<file path="src/rtl/eth_rx_uart_bridge.sv">
// eth_rx_uart_bridge: buffers received bytes in a FIFO and serialises them
// as UART characters (configurable baud divisor, frame format and depth).
// Single clock domain (phy_rx_clk), asynchronous active-high reset.
module eth_rx_uart_bridge #(
  parameter int CLKS_PER_BIT = 217,
  parameter int DATA_BITS    = 8,
  parameter int PARITY       = 0,
  parameter int STOP_BITS    = 1,
  parameter int FIFO_DEPTH   = 16,
  localparam int LW          = $clog2(FIFO_DEPTH) + 1
) (
  input  logic          phy_rx_clk,
  input  logic          reset,
  input  logic [7:0]    in_data,
  input  logic          in_valid,
  input  logic          tx_en,
  output logic          uart_txd,
  output logic          tx_busy,
  output logic [LW-1:0] fifo_level,
  output logic          fifo_full,
  output logic          overflow,
  output logic [15:0]   drop_cnt
);

  localparam int PW = $clog2(FIFO_DEPTH);
  localparam int CW = (CLKS_PER_BIT > 1) ? $clog2(CLKS_PER_BIT) : 1;

  localparam logic [CW-1:0] CNT_LAST   = CW'(CLKS_PER_BIT - 1);
  localparam logic [2:0]    DATA_LAST  = 3'(DATA_BITS - 1);
  localparam logic [2:0]    STOP_LAST  = 3'(STOP_BITS - 1);
  localparam logic [LW-1:0] LEVEL_FULL = LW'(FIFO_DEPTH);
  localparam logic          PAR_ODD    = (PARITY == 1);

  typedef enum logic [2:0] {
    S_IDLE,
    S_START,
    S_DATA,
    S_PARITY,
    S_STOP
  } state_t;

  // Transmitter state
  state_t                 state_q, state_d;
  logic [CW-1:0]          cnt_q, cnt_d;
  logic [2:0]             bit_q, bit_d;
  logic [DATA_BITS-1:0]   shreg_q, shreg_d;
  logic                   par_q, par_d;
  logic                   txd_q, txd_d;
  logic                   busy_q, busy_d;

  // FIFO state
  logic [7:0]             mem_q [FIFO_DEPTH];
  logic [PW-1:0]          wr_ptr_q, wr_ptr_d;
  logic [PW-1:0]          rd_ptr_q, rd_ptr_d;
  logic [LW-1:0]          level_q, level_d;
  logic                   overflow_q, overflow_d;
  logic [15:0]            drop_q, drop_d;

  logic                   full;
  logic                   bit_done;
  logic                   stop_last;
  logic                   pop;
  logic                   push;
  logic                   drop;
  logic [7:0]             rd_data;
  logic                   unused_rd_data;

  assign rd_data   = mem_q[rd_ptr_q];
  assign full      = (level_q == LEVEL_FULL);
  assign bit_done  = (cnt_q == CNT_LAST);
  assign stop_last = (state_q == S_STOP) && bit_done && (bit_q == STOP_LAST);
  // A pop happens from IDLE or in the final stop cycle so characters can run back to back.
  assign pop       = ((state_q == S_IDLE) || stop_last) && tx_en && (level_q != '0);
  assign push      = in_valid && (!full || pop);
  assign drop      = in_valid && full && !pop;

  // Bits of the stored byte above DATA_BITS are never transmitted.
  assign unused_rd_data = ^rd_data;

  // FIFO storage: written on accepted pushes only, no reset needed
  always_ff @(posedge phy_rx_clk) begin
    if (push) begin
      mem_q[wr_ptr_q] <= in_data;
    end
  end

  // FIFO pointers, level and drop accounting: next-state
  always_comb begin
    wr_ptr_d   = wr_ptr_q;
    rd_ptr_d   = rd_ptr_q;
    level_d    = level_q;
    overflow_d = drop;
    drop_d     = drop_q;
    if (push) begin
      wr_ptr_d = wr_ptr_q + 1'b1;
    end
    if (pop) begin
      rd_ptr_d = rd_ptr_q + 1'b1;
    end
    case ({push, pop})
      2'b10:   level_d = level_q + 1'b1;
      2'b01:   level_d = level_q - 1'b1;
      default: level_d = level_q;
    endcase
    if (drop && (drop_q != '1)) begin
      drop_d = drop_q + 1'b1;
    end
  end

  // FIFO pointers, level and drop accounting: registers
  always_ff @(posedge phy_rx_clk or posedge reset) begin
    if (reset) begin
      wr_ptr_q   <= '0;
      rd_ptr_q   <= '0;
      level_q    <= '0;
      overflow_q <= 1'b0;
      drop_q     <= '0;
    end else begin
      wr_ptr_q   <= wr_ptr_d;
      rd_ptr_q   <= rd_ptr_d;
      level_q    <= level_d;
      overflow_q <= overflow_d;
      drop_q     <= drop_d;
    end
  end

  // Transmit FSM: next state, bit timing, shift register and registered line value
  always_comb begin
    state_d = state_q;
    cnt_d   = bit_done ? '0 : cnt_q + 1'b1;
    bit_d   = bit_q;
    shreg_d = shreg_q;
    par_d   = par_q;

    case (state_q)
      S_IDLE: begin
        cnt_d = '0;
      end
      S_START: begin
        if (bit_done) begin
          state_d = S_DATA;
          bit_d   = '0;
        end
      end
      S_DATA: begin
        if (bit_done) begin
          shreg_d = shreg_q >> 1;
          if (bit_q == DATA_LAST) begin
            state_d = (PARITY != 0) ? S_PARITY : S_STOP;
            bit_d   = '0;
          end else begin
            bit_d = bit_q + 1'b1;
          end
        end
      end
      S_PARITY: begin
        if (bit_done) begin
          state_d = S_STOP;
          bit_d   = '0;
        end
      end
      S_STOP: begin
        if (bit_done) begin
          if (bit_q == STOP_LAST) begin
            state_d = S_IDLE;
          end else begin
            bit_d = bit_q + 1'b1;
          end
        end
      end
      default: begin
        state_d = S_IDLE;
      end
    endcase

    if (pop) begin
      state_d = S_START;
      cnt_d   = '0;
      bit_d   = '0;
      shreg_d = rd_data[DATA_BITS-1:0];
      par_d   = (^rd_data[DATA_BITS-1:0]) ^ PAR_ODD;
    end

    // The line value is computed from the next state so uart_txd comes straight from a flop.
    case (state_d)
      S_START:  txd_d = 1'b0;
      S_DATA:   txd_d = shreg_d[0];
      S_PARITY: txd_d = par_d;
      default:  txd_d = 1'b1;
    endcase
    busy_d = (state_d != S_IDLE);
  end

  // Transmit FSM: registers
  always_ff @(posedge phy_rx_clk or posedge reset) begin
    if (reset) begin
      state_q <= S_IDLE;
      cnt_q   <= '0;
      bit_q   <= '0;
      shreg_q <= '0;
      par_q   <= 1'b0;
      txd_q   <= 1'b1;
      busy_q  <= 1'b0;
    end else begin
      state_q <= state_d;
      cnt_q   <= cnt_d;
      bit_q   <= bit_d;
      shreg_q <= shreg_d;
      par_q   <= par_d;
      txd_q   <= txd_d;
      busy_q  <= busy_d;
    end
  end

  assign uart_txd   = txd_q;
  assign tx_busy    = busy_q;
  assign fifo_level = level_q;
  assign fifo_full  = full;
  assign overflow   = overflow_q;
  assign drop_cnt   = drop_q;

endmodule
</file>
<file path="config.mk">
export PLATFORM = sky130hd
export DESIGN_NAME = eth_rx_uart_bridge
export DESIGN_NICKNAME = d
export VERILOG_FILES = /design/src/rtl/eth_rx_uart_bridge.sv
export SDC_FILE = /design/constraint.sdc
export NUM_CORES = 1
export LEC_CHECK = 0
export CORE_MARGIN = 3
export CORE_UTILIZATION = 64
export DETAILED_ROUTE_END_ITERATION = 16
export GPL_TIMING_DRIVEN = 0
export PLACE_DENSITY = 0.84
export SKIP_CTS_REPAIR_TIMING = 1
export SKIP_LAST_GASP = 1
export SLEW_MARGIN = 15
export SYNTH_ARGS = -nofsm -noshare
export SYNTH_HDL_FRONTEND = slang
export SYNTH_SLANG_ARGS = --single-unit
export TNS_END_PERCENT = 50
</file>
<file path="constraint.sdc">
create_clock -name phy_rx_clk -period 8.7 [get_ports phy_rx_clk]
set_clock_uncertainty 0.2 [all_clocks]
set_input_delay 2.175 -clock phy_rx_clk [delete_from_list [all_inputs] [get_ports phy_rx_clk]]
set_output_delay 2.175 -clock phy_rx_clk [all_outputs]
set_load 0.02 [all_outputs]
</file>
Word-level counts from Yosys, hierarchy flattened
Memories as Yosys holds them, arrays and structs flattened.
Cells that the tools add are included.
- output and inout port bits: 25
- register bits: 55
- input bits: 12
- logic and storage cells: 88
- memories kept: 1
- RAM bits: 128
- reduce and logical (&&, ||, !) cells: 24
- $add $sub $neg: 7
- equality and inequality tests: 17
- multiplexer cells: 26
- memories (name ; depth ; width ; rd ports ; clocked after memory_dff ; wr ports ; RTL line ; source):
    mem_q ; 16 ; 8 ; 1 ; 0 ; 1 ; 52 ; logic [7:0] mem_q [FIFO_DEPTH];
- operators with widths (operator ; count):
    $mux 8 ; 6
    $mux 3 ; 13
    $add 16x1->16 const B ; 1
    $ne 16x16->1 const B ; 1
    $pmux 3 s5 ; 1
    $eq 3x2->1 const B ; 4
    $pmux 5 s2 ; 1
    $ne 3x3->1 const B ; 3
    $pmux 3 s3 ; 1
    $add 4x1->4 const B ; 2
    $add 8x1->8 const B ; 1
    $eq 8x8->1 const B ; 1
    $logic_and 1x1->1 ; 8
    $reduce_xor 8->1 ; 1
    $eq 3x1->1 const B ; 2
    $eq 3x3->1 const B ; 2
    $logic_not 3->1 ; 2
    $reduce_bool 2->1 ; 3
    $add 5x1->5 const B ; 1
    $eq 5x5->1 const B ; 1
    $reduce_and 5->1 ; 1
    $reduce_bool 5->1 ; 1
    $sub 5x1->5 const B ; 1
    $reduce_bool 4->1 ; 1
    11 further kinds ; 15

Depth between registers and ports, before layout
Gate-level depths: netlist of the first run.
- depth after elaboration: 10
- gate-level depth with buffers: 11
- mapped depth without buffers: 11

Least setup slack after synthesis of the first run
Ideal clock, no wire load.
- path kind: input to register
- start point: input port tx_en
- end point: memory mem_q[0][0] (enable)
- cell stages on the path: 5
- setup slack: 4561 ps
- data required time: 8117 ps
- buffers on the path: 0
- arrival: 3556 ps
- setup time: 383 ps
- path through: nand2_1 a221o_1 a21boi_4 nand2_1 nor3_1
- word-level cells in the longest chain between the ends: 6
- ends and longest elaborated chain (element ; RTL line ; source):
    start, declared ; 16 ; input logic tx_en,
    $logic_and 1x1->1 (2 in series) ; 73 ; assign pop = ((state_q == S_IDLE) || stop_last) && tx_en && (level_q != '0);
    $logic_or 1x1->1 ; 74 ; assign push = in_valid && (!full || pop);
    $logic_and 1x1->1 ; 74 ;
    $mux 1 ; 82 ; if (push) begin
    $mux 1 (not written as such) ; 83 ; mem_q[wr_ptr_q] <= in_data;
    end, declared ; 52 ;
No other way between the ends.

Final worst setup path of the first run
- start point: register level_q[1] (netlist: fifo_level[1])
- end point: output port fifo_full
- word-level cells in the longest chain between the ends: 1
- ends and longest elaborated chain (element ; RTL line ; source):
    start, declared ; 55 ; logic [LW-1:0] level_q, level_d;
    start signal, assigned ; 121 ; level_q <= level_d;
    $eq 5x5->1 ; 69 ; assign full = (level_q == LEVEL_FULL);
    end, declared ; 20 ; output logic fifo_full,
No other way between the ends.

==> flow_summary.ini, run 1 <==
[worst_setup_path]
r2r-start = bit_q[0]$_DFFE_PP0P_
slowest_delay_ns = 0.65
rrSetupSlack_ns = 5.25
criticalPathCategory = flip-flop to output port
required_ns = 6.33
crit_chain = nor4_1, nand2_1, inv_1, clkdlybuf4s50_1
crit_path_max_fanout = 7
arrival_ns = 2.52
slowest_stage = clkdlybuf4s50_1
r2r_end = mem_q[9][5]$_DFFE_PP_
cp-start-kind = flip-flop
crit_path_end_kind = output port
reg2reg_depth = 8

[pwr]
p_total_mw = 1.86
power.density_nw_per_um2 = 210
power_leakage_nw = 3.15
ir_drop_mv = 0.263

[cts]
root_buffer = clkbuf_16
clk_pin_slew_ns = 0.06
cts_inserted_buffers = 17
clockBufferDepth = 2
clk_latency_ns = 0.43
cts_tree = built
cts-htree-levels = 4
cts.sinks = 183

[route]
wl_per_cell_um = 22.1
viasPerCell = 6.21
drt_iter0_markers = 482
ant_nets = 0
via_count = 4339
drt_wl_total_um = 15500
drt_first_pass_iters = 5
post-route-drc-count = 0

[placement]
port_buffers = 36
dpl_worst_slack_ns = 3.44
dp.cells = 667
dp_hpwl_um = 9940
place_area_um2 = 8250
place.gp.congestion = 0.837

[synth]
ys_ff_latch = 183
synth-warning-count = 0
synth.distinct_cells = 51
synth-edff-count = 128
synth_cells = 487
synth_area_per_cell_um2 = 15.8
synthesis.area_um2 = 7690
synthArstFlopShare = 0.301
seq_area_frac_synth = 0.679
syn-num-nets = 512
synth_flop_cell = edfxtp_1

[layout]
fin_cells = 699
area_growth_pct = 15.3
fill_cells = 654
layout_common_cells = edfxtp_1 (128), dfrtp_1 (54), nand2_1 (41), clkdlybuf4s50_1 (36), mux4_2 (32)
seq_area_um2 = 5220
finalInstanceArea_um2 = 8870
drive_above_1_share = 0.169
layout_commonest_cell = edfxtp_1
n_antenna_cell = 0
nets = 568
multi_input_area_um2 = 2330

[sta]
fin_tns_setup_ns = 0
finalWorstSetupSlack_ns = 3.80
worstMarginPinSlew_ns = 0.844
finalHoldViolations = 0
slew-limit-headroom = 0.436
rsz0062_at_grt = no
fmax_mhz = 204
setup-violations-final = 0
slew_viol_final = 0
post-route-period-util = 0.563
finalCriticalPeriod_ns = 4.90

[floorplanning]
start_util = 0.665
top_level_ports = 37
fp.dieH_um = 116
die_w_um = 116
rows = 39
dieArea_um2 = 13400
core_um2 = 11600

[grt]
grt_max_degree = 38
grt-ovfl-total = 0
grt_usage = 0.251
first_global_vias = 4337
antenna_found_initial = 0
grt_pass1_wl_um = 24100

[hold_path]
holdPathStages = 1
hold_end = drop_cnt[14]$_DFFE_PP0P_
worstHoldStart = drop_cnt[14]$_DFFE_PP0P_
holdCritPathClass = flip-flop to flip-flop

[run_status]
outcome = finished, final reports clean

[flow_run]
drv_cap = 0
==> how the worst max path moves through the flow <==
| stage | from | to | cells past startpoint |
|---|---|---|---|
| after global placement | tx_en | mem_q[1][6]$_DFFE_PP_ | 6 |
| final | fifo_level[1]$_DFFE_PP0P_ | fifo_full | 4 |
| after floorplan | tx_en | mem_q[0][0]$_DFFE_PP_ | 5 |
| after global routing | fifo_level[1]$_DFFE_PP0P_ | fifo_full | 4 |
| after detailed placement | tx_en | mem_q[1][6]$_DFFE_PP_ | 6 |
| after CTS | fifo_level[1]$_DFFE_PP0P_ | fifo_full | 4 |
==> synth_stat cells, types with 5 or more instances <==
cell type / count / share of area
dfrtp_1: 54 / 0.18
mux2i_1: 7 / 0.0091
buf_2: 5 / 0.0033
a21oi_1: 8 / 0.0052
clkbuf_1: 5 / 0.0024
nand2_1: 41 / 0.020
and3_1: 7 / 0.0057
edfxtp_1: 128 / 0.50
mux4_2: 32 / 0.094
inv_1: 13 / 0.0063
nor3_1: 12 / 0.0078
xor2_1: 13 / 0.015
o21ai_0: 11 / 0.0072
xnor2_1: 26 / 0.030
nand3_1: 11 / 0.0072
ha_1: 13 / 0.021
nand4_1: 6 / 0.0049
nor2_1: 30 / 0.015
nand2b_1: 6 / 0.0049
a22oi_1: 16 / 0.016
==> through the flow <==
stage,hold WS [ns],util
after floorplan,0.250,-
after global placement,0.265,0.712
after CTS,0.293,0.765
after detailed placement,0.275,0.714
after global routing,0.336,0.767
final,0.288,0.767
==> report_power, final <==
group	switching (mW)	leakage [nW]	internal [mW]	total, mW
Combinational	0.0558	1.04	0.0523	0.108
Clock	0.329	0.285	0.455	0.784
Sequential	0.0214	1.82	0.950	0.972
Total	0.406	3.15	1.46	1.86
==> cell families after synthesis <==
group                    Yosys count  share of synthesized area
AO/OA/AOI/OAI                     47                     0.0447
buffers and inverters             33                     0.0210
flip-flops                       183                      0.679
multiplexers                      42                      0.108
XOR/XNOR                          39                     0.0444
adder cells (fa/ha/maj)           13                     0.0211
AND/OR/NAND/NOR                  130                     0.0825
==> cell type report <==
type	count	area share
Sequential cell	183	0.589
Multi-Input combinational cell	271	0.263
Clock buffer	19	0.0488
Timing Repair Buffer	37	0.0429
Tap cell	143	0.0202
Clock inverter	13	0.0186
Buffer	20	0.0127
Inverter	13	0.00550
==> per-layer routing <==
layer	wire (um)	share of wire	global-route usage
met4	431	0.028	0.111
met1	6230	0.40	0.330
met3	1050	0.068	0.0627
met5	0	0	0
met2	7770	0.50	0.406
==> registers in the layout, indices dropped and copies added (netlist names) <==
name,cells
overflow,1
state_q,3
drop_cnt,16
par_q,1
cnt_q,8
wr_ptr_q,4
rd_ptr_q,4
tx_busy,1
fifo_level,5
mem_q,128
uart_txd,1
bit_q,3
shreg_q,8
==> critical path, delay by kind of cell, from the launching register on <==
family                 cells  cell delay (ns)
buffers and inverters      2             0.86
and+or+nand+nor            2             0.78
DFF                        1             0.46
No activity file was read; power rests on OpenSTA's default activity.
==> inputs of run 2 (changes only) <==
--- a/config.mk
+++ b/config.mk
@@ -6,10 +6,10 @@
 export NUM_CORES = 1
 export LEC_CHECK = 0
 export CORE_MARGIN = 3
-export CORE_UTILIZATION = 64
+export CORE_UTILIZATION = 54
 export DETAILED_ROUTE_END_ITERATION = 16
 export GPL_TIMING_DRIVEN = 0
-export PLACE_DENSITY = 0.84
+export PLACE_DENSITY = 0.75
 export SKIP_CTS_REPAIR_TIMING = 1
 export SKIP_LAST_GASP = 1
 export SLEW_MARGIN = 15
==> constraint.sdc (replaced) <==
create_clock -name phy_rx_clk -period 4.35 [get_ports phy_rx_clk]
set_clock_uncertainty 0.2 [all_clocks]
set_input_delay 1.0875 -clock phy_rx_clk [delete_from_list [all_inputs] [get_ports phy_rx_clk]]
set_output_delay 1.0875 -clock phy_rx_clk [all_outputs]
set_load 0.02 [all_outputs]
==> run 2 against run 1 <==
Sequential share of layout area fell by 0.53 points. Global-route usage fell by 5.6 points. Cell count rose by 4.7%. Critical path depth did not move. Critical endpoint unchanged. Hold slack got worse by 0.0028 ns. Via count fell by 2.7%. Sequential cell count did not move. Wire length fell by 7.0%. Core utilization fell by 11 points. Count of clock-buffer cells in the layout fell by 2. First-iteration DRC count fell by 40%.
==> flow_summary.ini, run 2 (synthesis gave the netlist of run 1 again) <==
[layout]
layout_common_cells = edfxtp_1 (128), dfrtp_1 (54), nand2_1 (41), clkdlybuf4s50_1 (36), mux4_2 (32)
n_antenna_cell = 0
largest_reg_flops = 128
nets = 568
layout_commonest_cell = edfxtp_1
drive_above_1_share = 0.174
area_growth_pct = 16.3
top_register = mem_q
fin_cells = 732
fill_cells = 970

[pwr]
power_leakage_nw = 3.18
p_seq_frac = 0.507
clkPwrFrac = 0.437
combinationalPowerShare = 0.056
p_int_mw = 2.98
ir_drop_mv = 0.360
swShare = 0.221
p_sw_mw = 0.845
power.density_nw_per_um2 = 428

[worst_setup_path]
slowest_delay_ns = 0.64
crit_path_end_kind = output port
r2r_end = mem_q[5][4]$_DFFE_PP_
crit_family = buffers and inverters
reg2reg_depth = 8
worst-path-stages = 4
r2r-start = bit_q[0]$_DFFE_PP0P_
required_ns = 3.06
rrSetupSlack_ns = 0.87
crit_chain = nor4_1, nand2_1, inv_1, clkdlybuf4s50_1
arrival_ns = 2.46
cp-start-kind = flip-flop
path_buf_inv = 2
slowest_stage = clkdlybuf4s50_1
criticalPathCategory = flip-flop to output port
crit_path_max_fanout = 7

[sta]
fin_tns_setup_ns = 0
post-route-period-util = 0.861
finalHoldViolations = 0
fmax_mhz = 267
finalCriticalPeriod_ns = 3.75
slew_viol_final = 0
rsz0062_at_grt = no
setup-violations-final = 0
finalWorstSetupSlack_ns = 0.604
slew-limit-headroom = 0.446
worstMarginPinSlew_ns = 0.828

[cts]
cts-htree-levels = 4
clk_pin_slew_ns = 0.06
clk_latency_ns = 0.44
clockBufferDepth = 2
cts_tree = built
root_buffer = clkbuf_16
cts_inserted_buffers = 17
cts.sinks = 183

[grt]
grt_pass1_wl_um = 23500
grt_usage = 0.195
grt-ovfl-total = 0
first_global_vias = 4453
antenna_found_initial = 0
grt_max_degree = 37

[route]
wl_per_cell_um = 19.7
via_count = 4223
drt_first_pass_iters = 5
drt_wl_total_um = 14400
drt_iter0_markers = 291
viasPerCell = 5.77
post-route-drc-count = 0
ant_nets = 0

[floorplanning]
die_w_um = 125
core_um2 = 13600
fp.dieH_um = 125
top_level_ports = 37
start_util = 0.565
rows = 42
dieArea_um2 = 15700

[run_status]
outcome = finished, final reports clean

[placement]
place.gp.congestion = 0.803
dp.cells = 700
dp_hpwl_um = 9490
dpl_worst_slack_ns = 0.258
port_buffers = 36

[hold_path]
holdPathStages = 1
hold_end = drop_cnt[14]$_DFFE_PP0P_
holdCritPathClass = flip-flop to flip-flop
worstHoldStart = drop_cnt[14]$_DFFE_PP0P_

[flow_run]
drv_cap = 0
-- run 2: cell types whose count changed in the layout (fill, tap and decap cells not counted), sizes merged --
cell | previous run | this run
bufinv | 3 | 4
clkinvlp | 2 | 1
clkbuf | 25 | 23
inv | 19 | 21
-- run 2: cell type report --
type | instances | area [um2] | area share
clock inverter | 15 | 211 | 0.0236
timing repair buffer | 37 | 380 | 0.0425
multi-input combinational | 271 | 2330 | 0.260
clock buffer | 17 | 425 | 0.0475
inverter | 13 | 48.8 | 0.00545
buffer | 20 | 113 | 0.0126
sequential | 183 | 5220 | 0.583
tap | 176 | 220 | 0.0246
-- run 2: routing by layer --
layer | vias up | track usage | share of wire
li1 | 1941 | - | -
met1 | 2135 | 0.259 | 0.44
met2 | 121 | 0.314 | 0.49
met3 | 26 | 0.0461 | 0.044
met4 | 0 | 0.0816 | 0.025
met5 | - | 0 | 0
-- run 2: worst max path at each step --
stage                                          from                     to  slack [ns]
after global routing      fifo_level[1]$_DFFE_PP0P_              fifo_full        0.38
final                     fifo_level[1]$_DFFE_PP0P_              fifo_full        0.60
after CTS                      bit_q[0]$_DFFE_PP0P_  mem_q[1][6]$_DFFE_PP_        0.54
after detailed placement                      tx_en  mem_q[1][7]$_DFFE_PP_        0.26
after floorplan                bit_q[0]$_DFFE_PP0P_  mem_q[0][0]$_DFFE_PP_        1.20
after global placement                        tx_en  mem_q[0][2]$_DFFE_PP_        0.30
-- run 2: through the flow --
step           hold slack (ns)  power, mW  area [um2]  utilization
3_5_place_dp             0.281       2.19        8290        0.609
2_1_floorplan            0.250       2.08        7690            -
5_1_grt                  0.320       3.93        8950        0.658
3_3_place_gp             0.273       2.19        8270        0.608
4_1_cts                  0.292       3.85        8930        0.656
6_report                 0.285       3.83        8950        0.658
-- run 2: worst register-to-register path: cells and delay by family, from the launching register on --
family	cells	cell delay, ns
simple gates	4	1.53
compound gates	2	0.76
flops	1	0.39
fa+ha+maj	1	0.15
buf+inv	1	0.08
-- run 2: power by group through the flow --
stage          registers [mW]  clock network, mW  logic (mW)
4_1_cts                  1.94               1.69       0.217
3_5_place_dp             1.98                  0       0.215
5_1_grt                  1.95               1.76       0.231
6_report                 1.94               1.67       0.213
3_3_place_gp             1.98                  0       0.208
2_1_floorplan            2.01                  0      0.0711
==> inputs of run 3 (changes only) <==
--- a/config.mk
+++ b/config.mk
@@ -6,8 +6,9 @@
 export NUM_CORES = 1
 export LEC_CHECK = 0
 export CORE_MARGIN = 3
-export CORE_UTILIZATION = 54
+export CORE_UTILIZATION = 57
 export DETAILED_ROUTE_END_ITERATION = 16
+export DONT_BUFFER_PORTS = 1
 export GPL_TIMING_DRIVEN = 0
 export PLACE_DENSITY = 0.75
 export SKIP_CTS_REPAIR_TIMING = 1
==> run 3 against run 2 <==
Register-to-register slack about the same. Wire length down 2.5%. Sequential share of layout area grew 3.3 points. Cell count down 5.5%. Sequential power grew 3%. Power is 9.9% lower. First-iteration DRC count grew 27%. Clock power shrank 18%. Critical path type is now flip-flop to flip-flop.
==> flow_summary.ini, run 3 (synthesis gave the netlist of run 1 again) <==
[sta]
rsz0062_at_grt = no
post-route-period-util = 0.803
whs_ns = 0.315
finalCriticalPeriod_ns = 3.49
finalHoldViolations = 0
slew-limit-headroom = 0.449
setup-violations-final = 0
slew_viol_final = 0
fmax_mhz = 286
worstMarginPinSlew_ns = 0.823
fin_tns_setup_ns = 0

[worst_setup_path]
slowest_stage = nor2_1
crit_path_end_kind = flip-flop
required_ns = 4.21
crit_family = simple AND/OR/NAND/NOR gates
crit_path_max_fanout = 8
crit_chain = inv_1, ha_1, nand2b_1, or4_4, a221o_1, a21boi_4, nand2_1, nor2_1
cp-start-kind = flip-flop
criticalPathCategory = flip-flop to flip-flop
arrival_ns = 3.35
slowest_delay_ns = 0.68
path_buf_inv = 1

[placement]
place_area_um2 = 7950
place.gp.congestion = 0.830
port_buffers = 0
dp_hpwl_um = 9510

[cts]
cts_tree = built
cts_inserted_buffers = 17
clk_latency_ns = 0.43
root_buffer = clkbuf_16
cts-htree-levels = 4
clk_pin_slew_ns = 0.06
clockBufferDepth = 2
cts.sinks = 183

[floorplanning]
top_level_ports = 37
start_util = 0.595
dieArea_um2 = 14900
fp.dieH_um = 122
core_um2 = 12900
rows = 41
die_w_um = 122

[pwr]
power_leakage_nw = 2.98
power.density_nw_per_um2 = 407
ir_drop_mv = 0.321

[grt]
grt_pass1_wl_um = 22400
first_global_vias = 4149
grt-ovfl-total = 0
antenna_found_initial = 0
grt_max_degree = 36
grt_usage = 0.205

[route]
wl_per_cell_um = 20.3
drt_wl_total_um = 14000
drt_iter0_markers = 370
viasPerCell = 5.89
post-route-drc-count = 0
drt_first_pass_iters = 5
via_count = 4078
ant_nets = 0

[layout]
drive_above_1_share = 0.181
area_growth_pct = 10.2
finalInstanceArea_um2 = 8480
final_util = 0.656
nets = 532
n_antenna_cell = 0
layout_commonest_cell = edfxtp_1
layout_common_cells = edfxtp_1 (128), dfrtp_1 (54), nand2_1 (41), mux4_2 (32), nor2_1 (30)
largest_reg_flops = 128
top_register = mem_q
fill_cells = 927

[flow_run]
drv_cap = 0

[hold_path]
holdCritPathClass = flip-flop to flip-flop

[run_status]
outcome = finished, final reports clean
run 3: metal layers:
layer,track usage,share of wire,wire length [um]
met5,0,0,0
met4,0.0686,0.016,228
met3,0.0548,0.060,837
met2,0.331,0.51,7090
met1,0.275,0.42,5880
run 3: final timing paths:
check | slack, ns | cells after the start | end | from
worst max-delay path | 0.86 | 8 | mem_q[12][7]$_DFFE_PP_ | bit_q[0]$_DFFE_PP0P_
worst min-delay path | 0.32 | 2 | shreg_q[7]$_DFFE_PP0P_ | shreg_q[7]$_DFFE_PP0P_
worst max register to register | 0.86 | 8 | mem_q[12][7]$_DFFE_PP_ | bit_q[0]$_DFFE_PP0P_
worst min register to register | 0.32 | 2 | shreg_q[7]$_DFFE_PP0P_ | shreg_q[7]$_DFFE_PP0P_
max in group asynchronous | 2.95 | 2 | uart_txd$_DFF_PP1_ | reset
min in group asynchronous | 0.37 | 1 | wr_ptr_q[3]$_DFFE_PP0P_ | reset
run 3: area by class of cell:
type                    instances  area, um2  area share
plain buffers                  20        113      0.0133
clock buffers                  17        425      0.0502
clock inverters                15        103      0.0121
inverters                      13       48.8     0.00576
multi-input cells             271       2330       0.275
flip-flops and latches        183       5220       0.616
well taps                     172        215      0.0254
repair buffers                  1       20.0     0.00236
run 3: stage by stage:
step,worst slack [ns],power (mW),cells
after global routing,0.668,3.56,692
after global placement,0.549,2.10,659
after floorplan,1.20,2.08,487
final,0.855,3.45,692
after CTS,0.825,3.48,692
after detailed placement,0.827,2.11,660
run 3: worst reg2reg max path, delay by kind of cell (launching register included):
| kind | cells | cell delay (ns) |
|---|---|---|
| fa+ha+maj | 1 | 0.15 |
| compound gates | 2 | 0.81 |
| buf+inv | 1 | 0.09 |
| flops | 1 | 0.38 |
| simple gates | 4 | 1.50 |
run 3: power by group:
group	leakage [nW]	internal, mW	switching (mW)
logic	0.908	0.0459	0.0395
clock network	0.252	0.731	0.644
registers	1.82	1.90	0.0890
total	2.98	2.68	0.772
